**config.mk**
```make
export PLATFORM = sky130hd
export DESIGN_NAME = if_stage_p
export DESIGN_NICKNAME = d
export VERILOG_FILES = /design/src/rtl/if_stage_p.sv
export SDC_FILE = /design/constraint.sdc
export NUM_CORES = 1
export LEC_CHECK = 0
export CAP_MARGIN = 40
export CELL_PAD_IN_SITES_DETAIL_PLACEMENT = 0
export CELL_PAD_IN_SITES_GLOBAL_PLACEMENT = 1
export CORE_ASPECT_RATIO = 1.25
export CORE_MARGIN = 2
export CORE_UTILIZATION = 44
export CTS_BUF_LIST = sky130_fd_sc_hd__clkbuf_16
export CTS_CLUSTER_SIZE = 30
export DETAILED_ROUTE_END_ITERATION = 16
export GPL_ROUTABILITY_DRIVEN = 0
export PLACE_DENSITY_LB_ADDON = 0.1
export SLEW_MARGIN = 20
export SYNTH_ARGS = -nofsm -noshare
export SYNTH_HDL_FRONTEND = slang
export SYNTH_SLANG_ARGS = --single-unit
```
**constraint.sdc**
```tcl
create_clock -name clk -period 10.75 [get_ports clk]
set_clock_uncertainty 0.15 [all_clocks]
set_input_delay 2.15 -clock clk [delete_from_list [all_inputs] [get_ports clk]]
set_output_delay 2.15 -clock clk [all_outputs]
set_load 0.05 [all_outputs]
```
**src/rtl/if_stage_p.sv**
```systemverilog
// Fetch stage: PC issues word reads to a 1-cycle ROM; returns land in a Q_DEPTH queue that feeds decode over valid/ready.
// Head is visible the cycle after the push; back-pressure fills the queue, then issue stops and the PC holds.
module if_stage_p #(
    parameter int              PC_W     = 32,
    parameter int              INST_W   = 32,
    parameter int              ROM_AW   = 6,
    parameter int              Q_DEPTH  = 2,
    parameter logic [PC_W-1:0] RESET_PC = '0
) (
    input  logic              clk,
    input  logic              rst,
    input  logic              redirect_valid,
    input  logic [PC_W-1:0]   redirect_pc,
    output logic              rom_en,
    output logic [ROM_AW-1:0] rom_addr,
    input  logic [INST_W-1:0] rom_data,
    output logic              out_valid,
    input  logic              out_ready,
    output logic [INST_W-1:0] out_inst,
    output logic [PC_W-1:0]   out_pc,
    output logic [PC_W-1:0]   out_pc_plus4
);
    localparam int PTR_W = $clog2(Q_DEPTH);
    localparam int CNT_W = $clog2(Q_DEPTH + 1);
    localparam logic [CNT_W:0] DEPTH = (CNT_W + 1)'(Q_DEPTH);

    logic [PC_W-1:0]   pc_q, pc_d;
    logic [PC_W-1:0]   inflight_pc_q, inflight_pc_d;
    logic              inflight_q, inflight_d;
    logic [CNT_W-1:0]  count_q, count_d;
    logic [PTR_W-1:0]  rd_ptr_q, rd_ptr_d;
    logic [PTR_W-1:0]  wr_ptr_q, wr_ptr_d;
    logic [INST_W-1:0] q_inst_q [Q_DEPTH];
    logic [PC_W-1:0]   q_pc_q   [Q_DEPTH];
    logic [PC_W-1:0]   q_pc4_q  [Q_DEPTH];
    logic              pop, push, issue;
    logic [CNT_W:0]    occupancy;
    logic              unused_redirect_lsbs;

    assign unused_redirect_lsbs = ^redirect_pc[1:0];

    assign out_valid    = (count_q != '0);
    assign out_inst     = q_inst_q[rd_ptr_q];
    assign out_pc       = q_pc_q[rd_ptr_q];
    assign out_pc_plus4 = q_pc4_q[rd_ptr_q];

    assign pop  = out_valid && out_ready;
    // A returning word in a redirect cycle belongs to the old path and is dropped.
    assign push = inflight_q && !redirect_valid;

    // Queued plus in-flight words after this cycle's pop must leave room for one more.
    assign occupancy = {1'b0, count_q} + {{CNT_W{1'b0}}, inflight_q} - {{CNT_W{1'b0}}, pop};
    assign issue     = !rst && !redirect_valid && (occupancy < DEPTH);

    assign rom_en   = issue;
    assign rom_addr = pc_q[ROM_AW+1:2];

    always_comb begin
        pc_d          = pc_q;
        inflight_d    = 1'b0;
        inflight_pc_d = inflight_pc_q;
        rd_ptr_d      = rd_ptr_q;
        wr_ptr_d      = wr_ptr_q;
        count_d       = count_q;
        if (redirect_valid) begin
            pc_d     = {redirect_pc[PC_W-1:2], 2'b00};
            rd_ptr_d = '0;
            wr_ptr_d = '0;
            count_d  = '0;
        end else begin
            if (issue) begin
                pc_d          = pc_q + PC_W'(4);
                inflight_d    = 1'b1;
                inflight_pc_d = pc_q;
            end
            if (push) wr_ptr_d = wr_ptr_q + PTR_W'(1);
            if (pop)  rd_ptr_d = rd_ptr_q + PTR_W'(1);
            count_d = count_q + CNT_W'(push) - CNT_W'(pop);
        end
    end

    always_ff @(posedge clk or posedge rst) begin
        if (rst) begin
            pc_q          <= RESET_PC;
            inflight_q    <= 1'b0;
            inflight_pc_q <= '0;
            count_q       <= '0;
            rd_ptr_q      <= '0;
            wr_ptr_q      <= '0;
        end else begin
            pc_q          <= pc_d;
            inflight_q    <= inflight_d;
            inflight_pc_q <= inflight_pc_d;
            count_q       <= count_d;
            rd_ptr_q      <= rd_ptr_d;
            wr_ptr_q      <= wr_ptr_d;
        end
    end

    always_ff @(posedge clk or posedge rst) begin
        if (rst) begin
            for (int i = 0; i < Q_DEPTH; i++) begin
                q_inst_q[i] <= '0;
                q_pc_q[i]   <= '0;
                q_pc4_q[i]  <= '0;
            end
        end else if (push) begin
            q_inst_q[wr_ptr_q] <= rom_data;
            q_pc_q[wr_ptr_q]   <= inflight_pc_q;
            q_pc4_q[wr_ptr_q]  <= inflight_pc_q + PC_W'(4);
        end
    end

    a_no_overflow: assert property (@(posedge clk) disable iff (rst)
        !(push && count_q == CNT_W'(Q_DEPTH)));

endmodule

```
## After elaboration in Yosys (flattened, before gate mapping)

Index checks and enable logic that the tools add are counted.

| storage, ports and cells | value |
|---|---|
| register bits after elaboration | 261 |
| logic and storage cells | 62 |
| bits of input ports | 68 |
| output and inout port bits | 104 |

| operators by class | value |
|---|---|
| multiplexer cells | 23 |
| order comparisons | 4 |
| add/subtract/negate cells | 8 |
| reductions and logical operators | 12 |
| bitwise operators | 3 |

Operators by type and width:

| operator | number |
|---|---|
| $mux W32 | 12 |
| $bwmux W64 | 3 |
| $add A32 B3 Y32 const B | 2 |
| $demux W32 S1 | 1 |
| $reduce_bool A2 Y1 | 4 |
| $mux W1 | 6 |
| $logic_and A1 B1 Y1 | 5 |
| $ge A2 B2 Y1 const B | 2 |
| $not A1 Y2 | 2 |
| $add A2 B1 Y3 | 1 |
| $lt A3 B2 Y1 const B | 1 |
| $sub A3 B1 Y3 | 1 |
| $add A1 B1 Y1 const B | 2 |
| $add A2 B1 Y2 | 1 |
| $logic_not A1 Y1 | 2 |
| $lt A2 B1 Y1 const B | 1 |
| $mux W2 | 1 |
| $reduce_and A2 Y1 | 1 |
| $sub A2 B1 Y2 | 1 |
| $not A1 Y1 | 1 |

## Longest topological paths before layout

Gate-level depths: netlist of the first run.

| logic depth | value |
|---|---|
| depth in word-level cells | 7 |
| depth in mapped cells | 12 |
| mapped depth without buffers | 10 |

## Worst setup path before layout of the first run

OpenSTA, ideal clock, no wires.

| timing | value |
|---|---|
| path kind | input-to-output |
| start | input port out_ready |
| end | output port rom_en |
| arrival | 4.292 ns |
| path buffers | 1 |
| stages | 7 |
| data required time | 8.450 ns |
| slack | 4.158 ns |
| cell sequence | nand2_1 nor2_1 o21ai_0 fa_1 nand2b_1 buf_2 nor3_1 |

| on the way | value |
|---|---|
| cells in the longest elaborated chain, start to end | 4 |

Ends and longest elaborated chain:

| item | line | source |
|---|---|---|
| start, declared | 18 | `input logic out_ready,` |
| $logic_and A1 B1 Y1 | 47 | `assign pop = out_valid && out_ready;` |
| $sub A3 B1 Y3 | 52 | `assign occupancy = {1'b0, count_q} + {{CNT_W{1'b0}}, inflight_q} - {{CNT_W{1'b0}}, pop};` |
| $lt A3 B2 Y1 | 53 | `assign issue = !rst && !redirect_valid && (occupancy < DEPTH);` |
| $logic_and A1 B1 Y1 | 53 |  |
| end, declared | 14 | `output logic rom_en,` |

No other way between the ends.

## Worst setup path after layout of the first run

Ends and elaborated chain as after synthesis.

==> results of run 1 <==
where the power goes:
group	internal (mW)	switching [mW]	leakage, nW
Sequential	1.31	0.303	3.11
Clock	0.500	0.359	0.412
Combinational	0.982	1.39	2.54
state kept, by name, indices dropped and copies added, names as in the netlist:
name           flops
pc_q              30
rd_ptr_q           1
inflight_q         1
q_inst_q          64
wr_ptr_q           1
q_pc4_q           60
count_q            2
inflight_pc_q     30
q_pc_q            60
worst max-delay path, delay by kind of cell:
kind | cells | cell delay, ps
AOI/OAI and AO/OA | 1 | 140
adders and majority gates | 1 | 490
buffers and inverters | 2 | 1320
and+or+nand+nor | 4 | 840
kinds of logic (layout without fill, tap and decap cells):
family | count (synthesis) | after routing | share of synthesized area [%]
XOR/XNOR | 58 | 58 | 4.48
other | 1 | 4 | 0.0326
multiplexers | 246 | 246 | 24.0
AO/OA/AOI/OAI | 96 | 96 | 4.24
adder cells (fa/ha/maj) | 5 | 5 | 0.608
buffers and inverters | 74 | 232 | 2.98
flip-flops | 249 | 249 | 54.1
AND/OR/NAND/NOR | 216 | 216 | 9.54
routing by layer:
metal | wire length, um | vias up | global-route usage [%]
li1 | - | 3588 | -
met1 | 11700 | 3657 | 25.3
met2 | 11900 | 154 | 31.2
met3 | 1020 | 28 | 2.41
met4 | 340 | 0 | 4.30
met5 | 0 | - | 0
cells in the final DEF (no fill, tap or decap), types with 2 or more instances in the layout:
cell | netlist | final
a21oi_1 | 28 | 28
a31oi_1 | 3 | 3
and2_1 | 4 | 4
and3_1 | 6 | 6
and4_1 | 6 | 6
buf_16 | 0 | 4
buf_4 | 11 | 8
bufinv_16 | 0 | 2
clkbuf_16 | 0 | 27
clkdlybuf4s50_1 | 0 | 164
clkinv_1 | 0 | 4
clkinv_2 | 0 | 3
clkinvlp_4 | 0 | 4
conb_1 | 1 | 4
dfrtp_1 | 249 | 248
ha_1 | 4 | 4
inv_1 | 8 | 13
mux2_2 | 244 | 244
mux2i_1 | 2 | 2
nand2_1 | 77 | 77
nand3_1 | 27 | 26
nand4_1 | 17 | 17
nand4_4 | 2 | 2
nor2_1 | 44 | 43
nor2b_1 | 2 | 2
nor3_1 | 14 | 14
nor3_4 | 1 | 2
nor4_1 | 3 | 3
nor4_4 | 2 | 2
o21ai_0 | 63 | 63
or2_2 | 2 | 2
or3_1 | 3 | 3
xnor2_1 | 28 | 28
xor2_1 | 29 | 29
final cells by class:
cell class                 instances  area (um2)
timing repair buffer             177        1820
multi-input combinational        625        4980
fill                            2286       11500
clock inverter                    19         143
clock buffer                      27         676
tap                              340         425
sequential                       249        6230
inverter                           9        41.3
metrics by stage:
stage / setup WS, ps / total power [mW] / hold WS [ps] / area [um2]
2_1_floorplan: 1610 / 3.29 / 294 / 11500
3_3_place_gp: 3520 / 3.99 / 305 / 13400
3_5_place_dp: 3520 / 4.03 / 315 / 13500
4_1_cts: 3510 / 4.91 / 329 / 14300
5_1_grt: 3300 / 5.12 / 349 / 14300
6_report: 3510 / 4.85 / 323 / 14300
worst paths after layout:
check                                   startpoint                  endpoint  slack, ps  cells past startpoint
setup / recovery                         out_ready                    rom_en       3510                      8
hold / removal             q_pc4_q[30]$_DFFE_PP0P_   q_pc4_q[30]$_DFFE_PP0P_        320                      2
setup reg to reg              count_q[1]$_DFF_PP0_      pc_q[29]$_DFFE_PP0P_       7430                     10
hold reg to reg            q_pc4_q[30]$_DFFE_PP0P_   q_pc4_q[30]$_DFFE_PP0P_        320                      2
max in group asynchronous                      rst  q_inst_q[49]$_DFFE_PP0P_       7150                      4
min in group asynchronous                      rst    q_pc_q[61]$_DFFE_PP0P_       1920                      2
==> impl_results.md, run 1 <==
* Status: finished, final reports clean
* Final number of setup-violating endpoints at 0
* N_diodes at 0
* Worst-path clk slew at around 60 ps
* Post-cts resize count at 0
* CTS tree: yes
* Total Routing Usage GR at 18.4%
* Nets at between 1,000 and 1,500
* Postcts setup bufs at 0
* Post-synthesis register bit count at approximately 250
* Post-Layout Cell Count at between 1,000 and 1,500
* Critical Path RT at about 8500 ps
* Yosys top cell area share at between 50% and 60%
* Antenna violations before repair at 0
* Final worst path period share at between 60 and 70%
* Core ar. at around 26,000 um2
* Global-route wire length before repair at a little over 40 mm
* Leading area contributor after synthesis: dfrtp_1
* Leakage Power at between 6 and 7 nW
* Clk_lat worst skew at around 520 ps
* Crit Path Category: in2out
* Share of layout cells above drive strength 1 at 27.9%
* Via count at 7,427
* CP cell instances: clkdlybuf4s50_1, nand2_1, nor2_1, o21ai_0, fa_1, nand2b_1, nor3_1, clkdlybuf4s50_1
* Area contributors post-synth: dfrtp_1 (54%), mux2_2 (24%), o21ai_0 (2.7%), nand2_1 (2.5%), xor2_1 (2.2%)
* Post-synth EDFFs at 0
* Row cnt at 66
* CTS buffer count at 26
* VDD IR-drop max at 0.161 mV
* CTS Sinks at approximately 250
* CP arrival at 4940 ps
* Die Wd at about 150 um
* Max Slew Vio Count at 0
* Warnings, synthesis at 0
* Top FF cell, synth: dfrtp_1
* Commonest cells in the synthesized netlist: dfrtp_1 (249), mux2_2 (244), nand2_1 (77)
* Largest net degree at the start of global routing at 94
* Gr ovfl total at 0
* CTS Buffer Depth at 3
* Fin crit period at between 7000 and 8000 ps
* Num ports at around 170
* Mean Syn Cell Area at roughly 12 um2
* Synth async-reset ratio at between 90% and 100%
* Pre-antenna DRT Iters at 4
* Crit. End Element: primary output
* RSZ-0062 raised after global routing: no
* Via/cell ratio at between 5 and 6
* DP Cell Count at 1,399
* Critical path startpoint category: primary input
* Final core occ at a little under three fifths
* Number of global-route vias before repair at approximately 7,700
* Die area at between 20,000 and 30,000 um2
* DRT iter0 DRCs at approximately 270
* Number of max-cap violations at 0
* Crit-path max cell delay at 850 ps
* CP most frequent cell: clkdlybuf4s50_1
* Actual slew at the worst max-slew pin at between 700 and 800 ps
* Post-Route Setup TNS at 0 ps
* Die H at roughly 180 um
* Hold bufs inserted after CTS at 0
* Starting Density at about 45%
* Drt drc at 0
* Post-synthesis sequential area ratio at 54.1%
* Port bufs at between 150 and 200
* Most frequent cell after synthesis: dfrtp_1
* F_max at around 140 MHz
* CTS Root Cell: clkbuf_16
* Hold Path Class: reg2reg
* Final hold vios at 0
* Detailed Route WL at approximately 25 mm
* Cells after Synth at around 950
* H-Tree Depth at 1
* Crit Path Max Fanout at 9
* Yosys cell types at 42
* DRT antenna net count at 0
* Power density cells at ~340 nW/um2
* Slowest stage cell, crit path: clkdlybuf4s50_1
* Post-DP HPWL at ~16 mm
* WL/cell at 17.2 um
* Mapped Area at 11,500 um2
* P&R area growth vs syn at 24.3%
* Slew headroom at 47.8%
No activity file was read; power rests on OpenSTA's default activity.
==> run 2: changes to the inputs <==
--- a/config.mk
+++ b/config.mk
@@ -10,7 +10,7 @@
 export CELL_PAD_IN_SITES_GLOBAL_PLACEMENT = 1
 export CORE_ASPECT_RATIO = 1.25
 export CORE_MARGIN = 2
-export CORE_UTILIZATION = 44
+export CORE_UTILIZATION = 40
 export CTS_BUF_LIST = sky130_fd_sc_hd__clkbuf_16
 export CTS_CLUSTER_SIZE = 30
 export DETAILED_ROUTE_END_ITERATION = 16
==> constraint.sdc (replaced) <==
create_clock -name clk -period 6.1 [get_ports clk]
set_clock_uncertainty 0.15 [all_clocks]
set_input_delay 1.22 -clock clk [delete_from_list [all_inputs] [get_ports clk]]
set_output_delay 1.22 -clock clk [all_outputs]
set_load 0.05 [all_outputs]
==> impl_results.md, run 2 (same netlist as run 1, synthesis figures left out) <==
* Share of layout cells above drive strength 1 at between 20% and 30%
* Post-Layout Cell Count at around 1,500
* N_diodes at 0
* Critical Path RT at approximately 4700 ps
* Max Slew Vio Count at 0
* Commonest non-fill, non-tap cell in the layout: dfrtp_1
* Seq pwr share at between 30% and 40%
* CTS buffer count at 26
* Core ar. at 28,400 um2
* Final hold vios at 0
* Via count at ~7,500
* Status: finished, final reports clean
* Hold Path Class: reg2reg
* Clk pwr share at roughly a fifth
* CTS Root Cell: clkbuf_16
* Clk_lat worst skew at roughly 530 ps
* Largest Register: q_inst_q
* Biggest registers after layout: q_inst_q: 64 flops, q_pc4_q: 60 flops, q_pc_q: 60 flops
* P&R area growth vs syn at 25.0%
* RSZ-0062 raised after global routing: no
* Fillers at 2,556
* Pre-antenna DRT Iters at 7
* Via/cell ratio at a little over 5
* VDD IR-drop max at about 0.3 mV
* CP arrival at just under 4000 ps
* Number of global-route vias before repair at about 7,600
* Largest net degree at the start of global routing at between 150 and 200
* Die Wd at roughly 160 um
* Die area at ~30,000 um2
* Final core occ at between 50% and 60%
* Max reg flops at 64
* Row cnt at about 70
* Number of max-cap violations at 0
* Starting Density at between 40% and 50%
* Detailed Route WL at about 25 mm
* DRT antenna net count at 0
* Post-cts resize count at 0
* Leakage Power at approximately 6.1 nW
* Port bufs at approximately 170
* F_max at roughly 190 MHz
* Hold bufs inserted after CTS at 0
* DRT iter0 DRCs at 374
* Crit Path Max Fanout at 9
* Die H at around 190 um
* Postcts setup bufs at 0
* Antenna violations before repair at 0
* Total Routing Usage GR at 16.8%
* Gr ovfl total at 0
* Internal power at 5.02 mW
* Nets at between 1,000 and 1,500
* Crit Path Category: in2out
* Worst-path clk slew at about 60 ps
* Drt drc at 0
* Final number of setup-violating endpoints at 0
* Power density cells at between 600 and 700 nW/um2
* Critical path startpoint category: primary input
* Final worst path period share at 87.1%
* Fin crit period at ~5300 ps
* DP Cell Count at between 1,000 and 1,500
* Total Power at between 8 and 9 mW
* CTS tree: yes
* Combinational power share at about half
* R2R Path Start: count_q[1]$_DFF_PP0_
* WL/cell at between 15 and 20 um
* Critical Path Start: out_ready
* Post-DP HPWL at between 15 and 20 mm
* Post-Route Setup TNS at 0 ps
* Slew headroom at between 30% and 40%
* Actual slew at the worst max-slew pin at roughly 980 ps
* Switch Pwr at roughly 3.7 mW
* Crit. End Element: primary output
* Num ports at about 170
* CTS Buffer Depth at 3
* Global-route wire length before repair at ~41 mm
* Hold Startpoint: q_pc4_q[27]$_DFFE_PP0P_
* Switching Share at between 40% and 50%
* Commonest non-fill, non-tap cells in the layout: dfrtp_1 (248), mux2_2 (244), clkdlybuf4s50_1 (164)
* H-Tree Depth at 1
* CTS Sinks at around 250
## run 2: final cells by class
cell class	count	area, um2	share of cell area [%]
Tap cell	355	444	3.09
Inverter	9	37.5	0.261
Timing Repair Buffer	175	1820	12.6
Clock buffer	27	676	4.69
Sequential cell	249	6230	43.3
Clock inverter	21	203	1.41
Multi-Input combinational cell	625	4980	34.6
## run 2: routing by layer
metal	GRT usage (%)	vias up	wire length, um
met5	0	-	0
met4	4.79	0	554
met3	2.32	42	1090
met2	26.7	185	11600
met1	23.9	3690	12200
li1	-	3584	-
## run 2: path summary, 6_finish.rpt
check	cells past startpoint	slack, ps	endpoint
hold / removal	2	320	q_pc4_q[27]$_DFFE_PP0P_
setup / recovery	8	790	rom_en
max in group asynchronous	3	3420	q_inst_q[10]$_DFFE_PP0P_
min in group asynchronous	2	1040	pc_q[2]$_DFFE_PP0P_
setup reg to reg	10	2760	pc_q[29]$_DFFE_PP0P_
hold reg to reg	2	320	q_pc4_q[27]$_DFFE_PP0P_
## run 2: metrics by stage
| stage | cell area (um2) | setup slack (ps) | hold slack [ps] |
|---|---|---|---|
| CTS | 14400 | 782 | 328 |
| finish | 14400 | 789 | 322 |
| global route | 14400 | 586 | 344 |
| global placement | 13400 | 732 | 306 |
| floorplan | 11500 | 1370 | 294 |
| detailed placement | 13500 | 800 | 315 |
## run 2: power by group through the flow
| stage | clock (mW) | combinational (mW) | sequential (mW) |
|---|---|---|---|
| floorplan | 0 | 3.15 | 2.64 |
| global placement | 0 | 4.21 | 2.86 |
| detailed placement | 0 | 4.23 | 2.89 |
| CTS | 1.69 | 4.24 | 2.86 |
| global route | 1.75 | 4.43 | 2.96 |
| finish | 1.63 | 4.19 | 2.85 |
## run 2: worst max-delay path, stage by stage
cell,delay (ps)
clkdlybuf4s50_1,480
nand2_1,90
nor2_1,180
o21ai_0,140
fa_1,490
nand2b_1,240
nor3_1,250
clkdlybuf4s50_1,840
==> run 3: changes to the inputs <==
--- a/config.mk
+++ b/config.mk
@@ -15,6 +15,7 @@
 export CTS_CLUSTER_SIZE = 30
 export DETAILED_ROUTE_END_ITERATION = 16
 export GPL_ROUTABILITY_DRIVEN = 0
+export GPL_TIMING_DRIVEN = 0
 export PLACE_DENSITY_LB_ADDON = 0.1
 export SLEW_MARGIN = 20
 export SYNTH_ARGS = -nofsm -noshare
==> impl_results.md, run 3 (same netlist as run 1, synthesis figures left out) <==
* Crit. End Element: primary output
* N_diodes at 0
* CTS Buffer Depth at 3
* Switch Pwr at around 3.7 mW
* Post-DP HPWL at between 20 and 25 mm
* Setup ws final at between 700 and 800 ps
* Actual slew at the worst max-slew pin at between 800 and 900 ps
* Nets at ~1,200
* Global-route wire length before repair at 45.0 mm
* Min Hold Slack at ~320 ps
* Post-Route Setup TNS at 0 ps
* Crit Path Max Fanout at 9
* WHS Path Cells at 2
* R2R depth at 10
* CTS Root Cell: clkbuf_16
* Clk pwr share at 16.5%
* Number of max-cap violations at 0
* Status: finished, final reports clean
* Fin crit period at 5310 ps
* DRT antenna net count at 0
* Largest Register: q_inst_q
* Leakage Power at 6.20 nW
* H-Tree Depth at 1
* Number of global-route vias before repair at a little over 8,000
* WHS Endpoint: q_pc4_q[12]$_DFFE_PP0P_
* CTS Sinks at ~250
* Starting Density at about two fifths
* Row cnt at between 60 and 70
* CTS buffer count at 26
* Share of layout cells above drive strength 1 at about 28%
* Worst slack at placement at around 800 ps
* Port bufs at between 150 and 200
* VDD IR-drop max at roughly 0.25 mV
* Crit Path Category: in2out
* Commonest non-fill, non-tap cells in the layout: dfrtp_1 (249), mux2_2 (244), clkdlybuf4s50_1 (165)
* Pre-antenna DRT Iters at 4
* Die area at slightly above 30,000 um2
* Internal power at ~4.9 mW
* Post-cts resize count at 0
* Detailed Route WL at between 20 and 30 mm
* Antenna violations before repair at 0
* Commonest non-fill, non-tap cell in the layout: dfrtp_1
* Final worst path period share at between 80 and 90%
* Max reg flops at 64
* CP arrival at slightly below 4000 ps
* Seq pwr share at around 33%
* Via/cell ratio at ~5
* CTS tree: yes
* Power density cells at approximately 590 nW/um2
* Switching Share at roughly 43%
* Total Routing Usage GR at a little under a fifth
* Via count at between 7,000 and 8,000
* Gr ovfl total at 0
* Postcts setup bufs at 0
* Die Wd at approximately 160 um
* Largest net degree at the start of global routing at 34
* DRT iter0 DRCs at 323
* F_max at between 150 and 200 MHz
* Reg2reg end: inflight_pc_q[4]$_DFFE_PP0P_
* R2R Path Start: count_q[1]$_DFF_PP0_
* Critical path startpoint category: primary input
* Core ar. at 28,400 um2
* Max Slew Vio Count at 0
* Combinational power share at between 50% and 60%
* Hold bufs inserted after CTS at 0
* RSZ-0062 raised after global routing: no
* Hold Startpoint: q_pc4_q[12]$_DFFE_PP0P_
* Setup slack, reg-to-reg at 2730 ps
* P&R area growth vs syn at 26.5%
* WL/cell at about 18 um
* Worst-path clk slew at 60 ps
* Final number of setup-violating endpoints at 0
* Clk_lat worst skew at roughly 520 ps
* Num ports at between 150 and 200
* Biggest registers after layout: q_inst_q: 64 flops, q_pc4_q: 60 flops, q_pc_q: 60 flops
* Critical Path RT at around 4700 ps
* Hold Path Class: reg2reg
* Slew headroom at 45.6%
* Fillers at about 2,600
* Drt drc at 0
* Final hold vios at 0
* Die H at just under 200 um
[run 3: cell types whose count changed in the layout (fill, tap and decap cells not counted), sizes merged]
cell           previous run  this run
buf                      11        47
bufinv                    4         0
clkbuf                   27        54
clkinv                   10         9
clkdlybuf4s50           164       165
clkinvlp                  4         1
inv                      12        13
[run 3: worst max path at each step]
stage | start | end | slack (ps) | cells after the start
final | out_ready | rom_en | 790 | 9
after global routing | out_ready | rom_en | 500 | 9
after CTS | out_ready | rom_en | 780 | 8
after detailed placement | out_ready | rom_en | 800 | 8
after global placement | rst | q_inst_q[57]$_DFFE_PP0P_ | -570 | 2
after floorplan | out_ready | rom_en | 1370 | 7
[run 3: area by class of cell]
type	count	area [um2]	share of cell area, %
inverters	9	37.5	0.258
clock inverters	14	57.6	0.395
well taps	355	444	3.05
clock buffers	27	676	4.64
plain buffers	65	309	2.12
flip-flops and latches	249	6230	42.8
multi-input cells	625	4950	34.0
repair buffers	174	1850	12.7
[run 3: per-layer routing]
metal / GRT usage [%] / vias up / wire (um)
met1: 26.2 / 3840 / 13100
met4: 4.18 / 0 / 432
met2: 30.7 / 172 / 13300
li1: - / 3700 / -
met5: 0 / - / 0
met3: 2.48 / 31 / 1050
[run 3: through the flow]
step / instance area [um2] / power, mW / util (%) / instances
2_1_floorplan: 11500 / 5.80 / - / 948
3_3_place_gp: 13600 / 7.16 / 48.0 / 1468
3_5_place_dp: 13800 / 7.22 / 48.7 / 1477
4_1_cts: 14600 / 8.66 / 51.3 / 1518
5_1_grt: 14600 / 9.03 / 51.3 / 1518
6_report: 14600 / 8.56 / 51.3 / 1518
[run 3: power groups by stage]
stage	combinational (mW)	clock (mW)	sequential [mW]
2_1_floorplan	3.15	0	2.64
3_3_place_gp	4.36	0	2.80
3_5_place_dp	4.40	0	2.82
4_1_cts	4.41	1.46	2.79
5_1_grt	4.61	1.53	2.89
6_report	4.36	1.41	2.79
[run 3: critical path, stage by stage]
cell,delay (ps)
clkdlybuf4s50_1,480
nand2_1,130
nor2_1,190
o21ai_0,140
fa_1,490
nand2b_1,50
buf_2,200
nor3_1,200
clkdlybuf4s50_1,840
